===== config.mk =====
export PLATFORM = sky130hd
export DESIGN_NAME = csr_commit_gate
export DESIGN_NICKNAME = d
export VERILOG_FILES = /design/src/rtl/csr_commit_gate_pkg.sv /design/src/rtl/csr_commit_match.sv /design/src/rtl/csr_commit_gate.sv
export SDC_FILE = /design/constraint.sdc
export NUM_CORES = 1
export LEC_CHECK = 0
export CAP_MARGIN = 5
export CORE_ASPECT_RATIO = 0.8
export CORE_MARGIN = 1.5
export CORE_UTILIZATION = 61
export CTS_BUF_LIST = sky130_fd_sc_hd__clkbuf_4
export DETAILED_ROUTE_END_ITERATION = 6
export MAX_ROUTING_LAYER = met4
export PLACE_DENSITY = 0.84
export SLEW_MARGIN = 20
export SYNTH_ARGS = -nofsm -noshare
export SYNTH_HDL_FRONTEND = slang
export SYNTH_SLANG_ARGS = --single-unit

===== constraint.sdc =====
create_clock -name clk -period 8.7 [get_ports clk]
set_clock_uncertainty 0.2 [all_clocks]
set_input_delay 1.305 -clock clk [delete_from_list [all_inputs] [get_ports clk]]
set_output_delay 1.305 -clock clk [all_outputs]
set_load 0.05 [all_outputs]

===== src/rtl/csr_commit_gate_pkg.sv =====
// Shared types for the CSR commit gate: ROB tag type, queue entry layout and entry state.
package csr_commit_gate_pkg;

    localparam int NUM_OF_GRADUATE = 2;
    localparam int ROB_TAG_W       = 6;
    localparam int CSR_PAYLOAD_W   = 64;

    typedef logic [ROB_TAG_W-1:0] rob_tag_t;

    typedef struct packed {
        logic                     valid;
        logic                     armed;
        rob_tag_t                 tag;
        logic [CSR_PAYLOAD_W-1:0] payload;
    } csr_gate_entry_t;

    typedef enum logic [1:0] {
        ENT_EMPTY   = 2'd0,
        ENT_PENDING = 2'd1,
        ENT_ARMED   = 2'd3
    } csr_gate_state_e;

    // An armed bit is only meaningful on a valid entry.
    function automatic csr_gate_state_e entry_state(input logic valid, input logic armed);
        if (!valid) begin
            return ENT_EMPTY;
        end else if (armed) begin
            return ENT_ARMED;
        end
        return ENT_PENDING;
    endfunction

endpackage


===== src/rtl/csr_commit_match.sv =====
// Compares one queue entry's ROB tag against every commit lane; one hit bit per lane.
module csr_commit_match
    import csr_commit_gate_pkg::*;
#(
    parameter int NUM_GRAD = NUM_OF_GRADUATE,
    parameter int TAG_W    = ROB_TAG_W
)(
    input  logic [TAG_W-1:0]          i_entry_tag,
    input  logic                      i_entry_pending,
    input  logic [NUM_GRAD-1:0]       i_commit_valid,
    input  logic [NUM_GRAD-1:0]       i_commit_is_csr,
    input  logic [NUM_GRAD*TAG_W-1:0] i_commit_tag,
    output logic [NUM_GRAD-1:0]       o_lane_hit
);

    always_comb begin
        o_lane_hit = '0;
        for (int l = 0; l < NUM_GRAD; l++) begin
            o_lane_hit[l] = i_entry_pending && i_commit_valid[l] && i_commit_is_csr[l] &&
                            (i_commit_tag[l*TAG_W +: TAG_W] == i_entry_tag);
        end
    end

endmodule


===== src/rtl/csr_commit_gate.sv =====
// In-order holding queue between renamer dispatch and the CSRU: an op is released only once
// its ROB tag has graduated; a flush discards every op that has not yet graduated.
module csr_commit_gate
    import csr_commit_gate_pkg::*;
#(
    parameter int NUM_GRAD  = NUM_OF_GRADUATE,
    parameter int DEPTH     = 4,
    parameter int TAG_W     = ROB_TAG_W,
    parameter int PAYLOAD_W = CSR_PAYLOAD_W
)(
    input  logic                      clk,
    input  logic                      rst_n,
    input  logic                      flush,
    input  logic                      in_valid,
    output logic                      in_ready,
    input  logic [TAG_W-1:0]          in_tag,
    input  logic [PAYLOAD_W-1:0]      in_payload,
    input  logic [NUM_GRAD-1:0]       commit_valid,
    input  logic [NUM_GRAD-1:0]       commit_is_csr,
    input  logic [NUM_GRAD*TAG_W-1:0] commit_tag,
    output logic                      out_valid,
    input  logic                      out_ready,
    output logic [PAYLOAD_W-1:0]      out_payload,
    output logic [TAG_W-1:0]          out_tag,
    output logic [$clog2(DEPTH):0]    count
);

    localparam int IDX_W = $clog2(DEPTH);
    localparam int PTR_W = IDX_W + 1;

    logic [PTR_W-1:0]     r_head;
    logic [PTR_W-1:0]     r_tail;
    logic [DEPTH-1:0]     r_valid;
    logic [DEPTH-1:0]     r_armed;
    logic [TAG_W-1:0]     r_tag     [DEPTH];
    logic [PAYLOAD_W-1:0] r_payload [DEPTH];

    logic [IDX_W-1:0]     w_head_idx;
    logic [IDX_W-1:0]     w_tail_idx;
    logic                 w_full;
    logic                 w_empty;
    logic                 w_push;
    logic                 w_pop;
    logic [DEPTH-1:0]     w_hit;
    logic [DEPTH-1:0]     w_armed_nxt;
    logic [DEPTH-1:0]     w_keep;
    logic [PTR_W-1:0]     w_arm_cnt;
    logic [NUM_GRAD-1:0]  w_lane_hit [DEPTH];
    logic [NUM_GRAD-1:0]  w_lane_any;

    assign w_head_idx = r_head[IDX_W-1:0];
    assign w_tail_idx = r_tail[IDX_W-1:0];
    assign count      = r_tail - r_head;
    assign w_full     = (count == PTR_W'(DEPTH));
    assign w_empty    = (count == '0);

    // Full stays full for a cycle even if the head pops: no enqueue bypass.
    assign in_ready   = !w_full && !flush;
    assign w_push     = in_valid && in_ready;

    assign out_valid   = !w_empty &&
                         (entry_state(r_valid[w_head_idx], r_armed[w_head_idx]) == ENT_ARMED);
    assign w_pop       = out_valid && out_ready;
    assign out_tag     = out_valid ? r_tag[w_head_idx]     : '0;
    assign out_payload = out_valid ? r_payload[w_head_idx] : '0;

    for (genvar gi = 0; gi < DEPTH; gi++) begin : g_entry
        csr_commit_match #(
            .NUM_GRAD (NUM_GRAD),
            .TAG_W    (TAG_W)
        ) u_match (
            .i_entry_tag     (r_tag[gi]),
            .i_entry_pending (entry_state(r_valid[gi], r_armed[gi]) == ENT_PENDING),
            .i_commit_valid  (commit_valid),
            .i_commit_is_csr (commit_is_csr),
            .i_commit_tag    (commit_tag),
            .o_lane_hit      (w_lane_hit[gi])
        );
        assign w_hit[gi]       = |w_lane_hit[gi];
        assign w_armed_nxt[gi] = r_valid[gi] && (r_armed[gi] || w_hit[gi]);
    end

    // Length of the armed run starting at head, including this cycle's matches; a flush keeps it.
    always_comb begin
        logic             run;
        logic [IDX_W-1:0] idx;
        run       = 1'b1;
        idx       = '0;
        w_arm_cnt = '0;
        w_keep    = '0;
        for (int k = 0; k < DEPTH; k++) begin
            idx = w_head_idx + IDX_W'(k);
            if (run && (PTR_W'(k) < count) && w_armed_nxt[idx]) begin
                w_arm_cnt   = w_arm_cnt + PTR_W'(1);
                w_keep[idx] = 1'b1;
            end else begin
                run = 1'b0;
            end
        end
    end

    always_ff @(posedge clk or negedge rst_n) begin
        if (!rst_n) begin
            r_head  <= '0;
            r_tail  <= '0;
            r_valid <= '0;
            r_armed <= '0;
        end else begin
            r_armed <= r_armed | w_hit;
            if (flush) begin
                r_valid <= r_valid & w_keep;
                r_armed <= (r_armed | w_hit) & w_keep;
                r_tail  <= r_head + w_arm_cnt;
            end else if (w_push) begin
                r_valid[w_tail_idx] <= 1'b1;
                r_armed[w_tail_idx] <= 1'b0;
                r_tail              <= r_tail + PTR_W'(1);
            end
            if (w_pop) begin
                r_valid[w_head_idx] <= 1'b0;
                r_armed[w_head_idx] <= 1'b0;
                r_head              <= r_head + PTR_W'(1);
            end
        end
    end

    always_ff @(posedge clk) begin
        if (w_push) begin
            r_tag[w_tail_idx]     <= in_tag;
            r_payload[w_tail_idx] <= in_payload;
        end
    end

    always_comb begin
        w_lane_any = '0;
        for (int e = 0; e < DEPTH; e++) begin
            w_lane_any = w_lane_any | w_lane_hit[e];
        end
    end

    a_no_push_full: assert property (@(posedge clk) disable iff (!rst_n)
        !(in_valid && in_ready && w_full));
    a_no_pop_idle: assert property (@(posedge clk) disable iff (!rst_n)
        !(w_pop && !out_valid));
    for (genvar gl = 0; gl < NUM_GRAD; gl++) begin : g_lane_chk
        a_commit_hits: assert property (@(posedge clk) disable iff (!rst_n)
            (commit_valid[gl] && commit_is_csr[gl]) |-> w_lane_any[gl]);
    end

endmodule


* After elaboration in Yosys (flattened, before gate mapping) *
Memories as Yosys holds them, arrays and structs flattened.
Index checks and enable logic that the tools add are counted.

storage, ports and cells
  register bits after elaboration = 14
  memory bits (writable) = 280
  input bits = 91
  logic and storage cells = 183
  memories kept = 2

cells by class
  $add $sub $neg = 10
  $lt $le $gt $ge = 14
  equality and inequality tests = 14
  muxes and demuxes = 70
  bitwise logic cells = 12
  reductions and logical operators = 57

memories
  name       words  width  rd ports  clocked after Yosys merged registers in  write ports  RTL line               text
  r_payload  4      64     1         0                                        1            csr_commit_gate.sv:36  logic [PAYLOAD_W-1:0] r_payload [DEPTH];
  r_tag      4      6      5         0                                        1            csr_commit_gate.sv:35  logic [TAG_W-1:0] r_tag [DEPTH];

operators by type and width
  operator                                                               number
  64-bit two-way mux                                                     1
  6-bit == test                                                          8
  1-bit logical AND                                                      44
  4-bit two-way mux                                                      10
  2-bit two-way mux                                                      15
  1-bit two-way mux                                                      27
  4-bit bitwise AND                                                      5
  4-bit OR                                                               5
  3-bit by 1-bit adder with 3-bit output, second input constant          5
  2-bit by 3-bit < comparator with 1-bit output, second input constant   5
  3-bit two-way mux                                                      5
  1-bit binary-select mux with 2-bit select                              6
  1-bit demux with 2-bit select                                          5
  2-bit by 1-bit >= comparator with 1-bit output, second input constant  5
  2-bit by 1-bit == test with 1-bit output, second input constant        4
  4-bit inverter                                                         2
  2-bit OR reduction                                                     4
  1-bit by 3-bit < comparator with 1-bit output, first input constant    2
  2-bit by 3-bit < comparator with 1-bit output, first input constant    2
  6-bit two-way mux                                                      1
  2-bit adder, second input constant                                     2
  1-bit logical OR                                                       4
  3-bit adder                                                            1
  3-bit == test, second input constant                                   1
  6 further kinds                                                        8

* Logic depth before layout (Yosys ltp) *
Gate-level depths: netlist of the first run.

  depth after elaboration = 27
  gate-level depth with buffers = 22

* Cells and area by module *
Synthesis of the first run repeated with hierarchy kept, for this count alone.

unflattened totals
  cell total of the unflattened synthesis = 674
  area, all modules = 12544.5 um^2

modules (own cells, without submodules)
  module            times used  cells each  area an instance (um^2)  seq. area each (um^2)
  csr_commit_gate   1           602         11959.0                  8758.4
  csr_commit_match  4           18          146.4                    0.0

* Worst setup path before layout of the first run *
No wires, ideal clock.

  path kind = input-to-reg
  from = in commit_tag[4]
  to = reg r_tail[2]
  library setup time = 0.120 ns
  arrival time = 4.876 ns
  required time = 8.380 ns
  path slack = 3.504 ns
  cell stages on the path = 19
  path buffers = 1
  cell sequence = xor2_1 nor4_1 nand3_1 a21oi_2 a311oi_1 a211oi_4 o211ai_4 inv_1 ha_1 o21ai_0 a211oi_2 buf_2 xor2_1 ha_1 o21ai_0 fa_1 xor2_1 or3_1 a31o_1

on the way
  word-level cells in the longest chain between the ends = 20
  elaborated cells between the ends (all ways) = 47
  those cells by class = add/sub: 4; eq/ne: 4; mux: 16; reduce/logical: 23

ends and longest elaborated chain
  what                                                                                             RTL line                text
  start, declared                                                                                  csr_commit_gate.sv:20   input logic [NUM_GRAD*TAG_W-1:0] commit_tag,
  parallel branches: the longest is 17 deep, another holds 3-bit by 1-bit adder with 3-bit output  n/a
  3-bit two-way mux (*)                                                                            csr_commit_gate.sv:93   if (run && (PTR_W'(k) < count) && w_armed_nxt[idx]) begin
  3-bit adder (*)                                                                                  csr_commit_gate.sv:113  r_tail <= r_head + w_arm_cnt;
  3-bit two-way mux (*)                                                                            csr_commit_gate.sv:110  if (flush) begin
  end signal, assigned                                                                             csr_commit_gate.sv:113
  end signal, assigned                                                                             csr_commit_gate.sv:117  r_tail <= r_tail + PTR_W'(1);
  end, declared                                                                                    csr_commit_gate.sv:32   logic [PTR_W-1:0] r_tail;

Mark *: on every way between the ends. The select of a mux whose other input is x is not followed.
A chain may end at the register's enable or synchronous reset.

* Worst setup path in the final report of the first run *
  from = reg r_head[0]
  to = out out_payload[10]

on the way
  word-level cells in the longest chain between the ends = 8
  elaborated cells between the ends (all ways) = 15
  those cells by class = add/sub: 1; eq/ne: 1; mux: 9; reduce/logical: 3; memory: 1

ends and longest elaborated chain
  what                                       RTL line                   text
  start, declared                            csr_commit_gate.sv:31      logic [PTR_W-1:0] r_head;
  start signal, assigned                     csr_commit_gate.sv:122     r_head <= r_head + PTR_W'(1);
  1-bit binary-select mux with 2-bit select  csr_commit_gate.sv:62      (entry_state(r_valid[w_head_idx], r_armed[w_head_idx]) == ENT_ARMED);
  1-bit two-way mux (implied by the code)    csr_commit_gate.sv:62
  1-bit two-way mux                          csr_commit_gate_pkg.sv:27  end else if (armed) begin
  1-bit two-way mux                          csr_commit_gate_pkg.sv:25  if (!valid) begin
  2-bit two-way mux                          csr_commit_gate_pkg.sv:30  return ENT_PENDING;
  2-bit == test                              csr_commit_gate.sv:62
  1-bit logical AND                          csr_commit_gate.sv:61      assign out_valid = !w_empty &&
  64-bit two-way mux (*)                     csr_commit_gate.sv:65      assign out_payload = out_valid ? r_payload[w_head_idx] : '0;
  end, declared                              csr_commit_gate.sv:23      output logic [PAYLOAD_W-1:0] out_payload,

Mark *: on every way between the ends. The rest lies on a longest branch, timed or not. The select of a mux whose other input is x is not followed.

==> results of run 1 <==
## worst max-delay path, cell delays in order (launching register included)
cell	delay, ps
dfrtp_4	760
ha_1	340
fa_1	380
xnor2_1	190
xnor2_1	140
buf_4	220
nor3_1	140
a311oi_4	820
buf_12	340
and2_1	200
clkdlybuf4s50_1	870
## area by class of cell
class / count / area, µm²
Sequential cell: 294 / 8770
Fill cell: 1159 / 4650
Multi-Input combinational cell: 330 / 3490
Timing Repair Buffer: 173 / 1720
Clock buffer: 101 / 758
Tap cell: 264 / 330
Clock inverter: 21 / 114
Inverter: 18 / 72.6
Antenna cell: 1 / 2.50
## metal layers
| metal | vias to the layer above | routed length, µm | track usage |
|---|---|---|---|
| met1 | 3549 | 10900 | 0.348 |
| met3 | 51 | 2370 | 0.0777 |
| met5 | - | 0 | - |
| met4 | 0 | 628 | 0.113 |
| met2 | 337 | 13400 | 0.436 |
| li1 | 3130 | - | - |
## report_power, final
part	total [mW]	switching (mW)	internal, mW
clock	1.09	0.527	0.565
combinational	0.137	0.0714	0.0659
sequential	1.60	0.0123	1.59
total	2.83	0.611	2.22
## cells by family (layout without fill, tap and decap cells)
family,Yosys count,in the layout,synth area share
flops,294,294,0.705
simple gates,142,142,0.0648
mux,71,71,0.128
xor+xnor,58,58,0.0409
buf+inv,47,313,0.0147
compound gates,42,42,0.0280
fa+ha+maj,17,17,0.0183
other cells,0,1,0
## registers in the layout, summed over array words and instances (netlist names)
| signal | flops |
|---|---|
| r_payload | 256 |
| r_head | 3 |
| r_armed | 4 |
| r_tail | 3 |
| r_tag | 24 |
| r_valid | 4 |
## through the flow
stage	hold slack (ps)	worst slack (ps)	instance area, µm²	total power [mW]	instances
2_1_floorplan	303	3500	12400	1.68	671
3_3_place_gp	329	2300	14400	1.76	1079
3_5_place_dp	334	2120	14400	1.77	1079
4_1_cts	346	2000	15300	2.86	1201
5_1_grt	367	1810	15300	2.93	1202
6_report	351	2110	15300	2.83	1202
## cells in the mapped netlist (all sizes together), types with 3 or more instances
library cell	instances	area share
a21oi	8	0.0035
nor2	14	0.0042
o2111a	4	0.0036
xnor2	20	0.014
nand4b	3	0.0021
a311oi	3	0.0021
a31oi	3	0.0015
and2	73	0.037
dfrtp	14	0.028
nor4	4	0.0020
clkbuf	23	0.0070
o21ai	10	0.0046
buf	6	0.0023
edfxtp	280	0.68
a22oi	4	0.0024
nand4	6	0.0030
ha	15	0.015
nand3	15	0.0060
inv	18	0.0054
nand2	13	0.0039
a211oi	4	0.0042
xor2	38	0.027
nor3	8	0.0032
mux4	70	0.13
## layout by cell type, fill, tap and decap left out, drive strengths merged, types with 3 or more instances in the layout
master / count
buf: 8
a211oi: 4
xnor2: 20
and2: 73
xor2: 38
dfrtp: 14
o21ai: 10
clkbuf: 101
inv: 16
clkdlybuf4s50: 165
nor4: 4
nor3: 8
nor2: 14
o2111a: 4
clkinv: 20
nand4: 6
nand2: 13
edfxtp: 280
a21oi: 8
mux4: 70
a31oi: 3
ha: 15
a311oi: 3
a22oi: 4
nand4b: 3
nand3: 15
## path summary, 6_finish.rpt
path / slack, ps / cells past startpoint / end / startpoint
worst max-delay path: 2110 / 10 / out_payload[10] / r_head[0]
worst min-delay path: 350 / 1 / r_head[2] / r_head[2]
worst max register to register: 2790 / 21 / r_tail[2] / r_head[0]
worst min register to register: 350 / 1 / r_head[2] / r_head[2]
max in group asynchronous: 6870 / 1 / r_head[0] / rst_n
min in group asynchronous: 870 / 1 / r_valid[1] / rst_n
==> summary.md, run 1 <==
| Metric | Value |
|---|---|
| Setup TNS | 0 ps |
| Clk pin slew, worst setup/hold paths | ~70 ps |
| Clock Sinks | just under 300 |
| Worst slew margin | 0.309 |
| Avg WL per Cell | 22.7 µm |
| Crit. End Element | primary output |
| Run status | completed |
| Max Cap Viol | 0 |
| Largest net degree at the start of global routing | roughly 70 |
| Detailed Route WL | 27300 µm |
| IO Count | 166 |
| Post-CTS Hold Buffers | 0 |
| Worst EP required | 7190 ps |
| Register area share after synthesis | 0.705 |
| Seq cells post-synth | between 200 and 300 |
| Worst setup SP type | register |
| H-Tree Depth | 3 |
| Via count | roughly 7100 |
| Detailed Routing Iterations Pass 1 | 5 |
| Slew Limit Fails | 0 |
| Clk Latency, worst-skew pair | around 670 ps |
| Worst-path fanout max | 57 |
| Site row count | 46 |
| IO Port Bufs | 165 |
| Tcrit/Tclk final | 0.758 |
| Crit path DAT | 5090 ps |
| Area grow syn2layout | 22.9% |
| Nets | approximately 1000 |
| Synthesized cell area | 0.0124 mm² |
| Syn_nets | between 700 and 800 |
| CORE AREA | roughly 0.020 mm² |
| Max Freq | about 150 MHz |
| HP Class | reg -> reg |
| Utilization after layout | 0.766 |
| CTS tree | done |
| Post CTS Setup Buffer Count | 0 |
| Ys Warns | 0 |
| Power Density | approximately 190 mW/mm² |
| Total grt overflow | 0 |
| Layout cell share with drive strength beyond 1 | 0.215 |
| Avg Cell Area, Syn | between 15 and 20 µm² |
| Global placement routability congestion | about 0.89 |
| Synth Instances | approximately 670 |
| GRT Total Usage | 0.278 |
| Leakage power | about 5.0 nW |
| Count of different cell masters after synthesis | 40 |
| First-pass GRT wire length | roughly 42000 µm |
| Die H | ~130 µm |
| Final hold vios | 0 |
| Ys async rst share | 0.0476 |
| Vias in the first global route | approximately 7600 |
| CTS buffer count | 73 |
| Unrepaired setup endpoints after global routing | false |
| Final setup viols | 0 |
| Post-CTS Resized | 0 |
| Least-Margin Pin Slew | between 1000 and 1500 ps |
| Tmin final | 6590 ps |
| Post-synth EDFFs | 280 |
| Peak VDD IR | roughly 0.15 mV |
| DRC | 0 |
| Root buf cell | clkbuf_4 |
| Via density | 5.88 |
| Crit Path Class | reg -> out |
| Initial antenna violation count | 1 |
| Iter 0 DRT Violations | ~600 |
| Routed Antenna Nets | 0 |
| Initial Util | 0.624 |
| Die Wd | approximately 160 µm |
| Die area | approximately 0.021 mm² |
| Post-DP HPWL | about 16000 µm |
| CTS Buffer Depth | 3 |
| Main synth FF type | edfxtp_1 |
(Power assumes the default switching activity.)
==> run 2, diff against run 1 <==
Settings changed: CORE_UTILIZATION 61 to 57, PLACE_DENSITY 0.84 to 0.79.
Clock period 8.7 ns to 6.5 ns, I/O delays scaled along.
==> summary.md, run 2 (same netlist as run 1, synthesis figures left out) <==
| Metric | Value |
|---|---|
| Largest Register | r_payload (unchanged) |
| Tcrit/Tclk final | 0.835 |
| Post-CTS Hold Buffers | 0 (unchanged) |
| Fillers | 1373 (was 1159) |
| CTS buffer count | 73 (unchanged) |
| Setup ws final | 1070 ps (was 2110 ps) |
| Die Wd | 168 µm (was 163 µm) |
| Clk pin slew, worst setup/hold paths | 60 ps (was 70 ps) |
| Crit. End Element | primary output (unchanged) |
| CTS Buffer Depth | 3 (unchanged) |
| Leakage power | 5.07 nW (was 5.03 nW) |
| Die H | 135 µm (was 131 µm) |
| Initial antenna violation count | 2 (was 1) |
| First-pass GRT wire length | 40600 µm (was 42000 µm) |
| Initial Util | 0.579 (was 0.624) |
| Peak VDD IR | 0.158 mV (was 0.146 mV) |
| Max reg flops | 256 (unchanged) |
| Site row count | 48 (was 46) |
| Max Cap Viol | 0 (unchanged) |
| Via count | 6970 (was 7067) |
| Post-CTS Resized | 0 (unchanged) |
| Area grow syn2layout | 23.4% (was 22.9%) |
| Power Density | 247 mW/mm² (was 185 mW/mm²) |
| Hold Path Origin | r_head[2] (unchanged) |
| HP Class | reg -> reg (unchanged) |
| Max Freq | ~180 MHz |
| Iter 0 DRT Violations | 444 (was 596) |
| Non-Filler Instances | 1219 (was 1202) |
| DRC | 0 (unchanged) |
| RR Startpoint | r_head[1] (was r_head[0]) |
| Final hold vios | 0 (unchanged) |
| Die area | 0.0227 mm² (was 0.0212 mm²) |
| Detailed Route WL | 26000 µm (was 27300 µm) |
| Placed Area | 0.0144 mm² (about the same) |
| Nets | 1004 (was 998) |
| Final setup viols | 0 (unchanged) |
| Layout cell share with drive strength beyond 1 | 0.223 (was 0.215) |
| Setup TNS | 0 ps (unchanged) |
| IO Count | 166 (unchanged) |
| Slew Limit Fails | 0 (unchanged) |
| Crit path DAT | 4250 ps (was 5090 ps) |
| GRT Total Usage | 0.248 (was 0.278) |
| Worst setup SP type | register (unchanged) |
| Most common cell after layout, fill and taps aside | edfxtp_1 (unchanged) |
| Root buf cell | clkbuf_4 (unchanged) |
| Max incr delay on CP | 830 ps (was 870 ps) |
| CORE AREA | 0.0214 mm² (was 0.0199 mm²) |
| H-Tree Depth | 3 (unchanged) |
| Detailed Routing Iterations Pass 1 | 5 (unchanged) |
| Top Registers | r_payload x256, r_tag x24 (unchanged) |
| Post CTS Setup Buffer Count | 0 (unchanged) |
| Avg WL per Cell | 21.4 µm (was 22.7 µm) |
| Global placement routability congestion | 0.938 (was 0.886) |
| Routed Antenna Nets | 0 (unchanged) |
| Setup WS pre-CTS | 596 ps (was 2120 ps) |
| Dpl cells | 1096 (was 1079) |
| Tmin final | roughly 5400 ps |
| Least-Margin Pin Slew | 893 ps (was 1040 ps) |
| CP Cell Sequence | fa_1 -> xnor2_1 -> xnor2_1 -> buf_4 -> nor3_1 -> a311oi_4 -> buf_4 -> and2_1 -> clkdlybuf4s50_1 (was ha_1 -> fa_1 -> xnor2_1 -> xnor2_1 -> buf_4 -> nor3_1 -> a311oi_4 -> buf_12 -> and2_1 -> clkdlybuf4s50_1) |
| Final instance area | 0.0153 mm² (about the same) |
| Clk Latency, worst-skew pair | 670 ps (about the same) |
| IO Port Bufs | 165 (unchanged) |
| Total grt overflow | 0 (unchanged) |
| Unrepaired setup endpoints after global routing | false (unchanged) |
| Vias in the first global route | 7524 (was 7558) |
| Run status | completed (unchanged) |
| Post-DP HPWL | 16300 µm (about the same) |
| Via density | 5.72 (was 5.88) |
| Worst slew margin | 0.404 (was 0.309) |
| Worst EP required | 5320 ps (was 7190 ps) |
| Clock Sinks | 294 (unchanged) |
| CTS tree | done (unchanged) |
| Crit path from | r_head[1] (was r_head[0]) |
| Crit Path Class | reg -> out (unchanged) |
| CP max-delay cell | clkdlybuf4s50_1 (unchanged) |
| Largest net degree at the start of global routing | 61 (was 68) |
| Commonest cells after routing, fill and taps aside | edfxtp_1 (280), clkdlybuf4s50_1 (165), clkbuf_4 (102), and2_1 (73), mux4_2 (70) (was edfxtp_1 (280), clkdlybuf4s50_1 (165), clkbuf_4 (101), and2_1 (73), mux4_2 (70)) |
| Worst-path fanout max | 45 (was 57) |
run 2: cell types whose count changed in the layout (fill, tap and decap cells not counted):
cell | previous run | this run
buf_12 | 1 | 0
buf_4 | 7 | 14
clkbuf_4 | 101 | 102
clkinv_1 | 15 | 11
clkinv_4 | 0 | 2
clkinvlp_4 | 2 | 1
diode_2 | 1 | 2
inv_6 | 0 | 1
run 2: area by class of cell:
cell class,count,area [µm²],area share
timing repair buffer,179,1760,0.115
sequential,294,8770,0.572
tap,275,344,0.0225
clock buffer,102,766,0.0500
antenna,2,5.00,0.000327
clock inverter,19,118,0.00768
multi-input combinational,330,3490,0.228
inverter,18,72.6,0.00474
run 2: report_power, final:
part	internal, mW	total (mW)	leakage [nW]	switching (mW)
logic	0.0885	0.182	1.81	0.0936
clock network	0.766	1.46	0.526	0.696
registers	2.13	2.14	2.73	0.0153
total	2.98	3.79	5.07	0.805
run 2: final timing paths:
check,to,slack (ps),depth (start not counted)
setup / recovery,out_payload[23],1070,9
setup reg to reg,r_tail[2],1430,21
hold / removal,r_head[2],350,1
hold reg to reg,r_head[2],350,1
min in group asynchronous,r_tail[1],550,1
max in group asynchronous,r_head[0],4940,1
run 2: metrics by stage:
step | utilization | power, mW | hold WS (ps)
6_report | 0.715 | 3.79 | 355
5_1_grt | 0.715 | 3.94 | 368
4_1_cts | 0.714 | 3.83 | 351
3_5_place_dp | 0.673 | 2.36 | 338
3_3_place_gp | 0.673 | 2.35 | 337
2_1_floorplan | - | 2.25 | 303
run 2: critical path, delay by kind of cell (launching register included):
kind | cells | cell delay (ps)
and+or+nand+nor | 2 | 410
AOI/OAI and AO/OA | 1 | 230
DFF | 1 | 640
buffers and inverters | 3 | 1500
xor gates and xnor gates | 2 | 330
adders and majority gates | 1 | 480
run 2: per-layer routing:
| metal | track usage | wire (µm) | up-vias |
|---|---|---|---|
| met5 | - | 0 | - |
| met4 | 0.0796 | 306 | 0 |
| met3 | 0.0739 | 2120 | 38 |
| met2 | 0.384 | 12800 | 281 |
| met1 | 0.319 | 10800 | 3515 |
| li1 | - | - | 3136 |
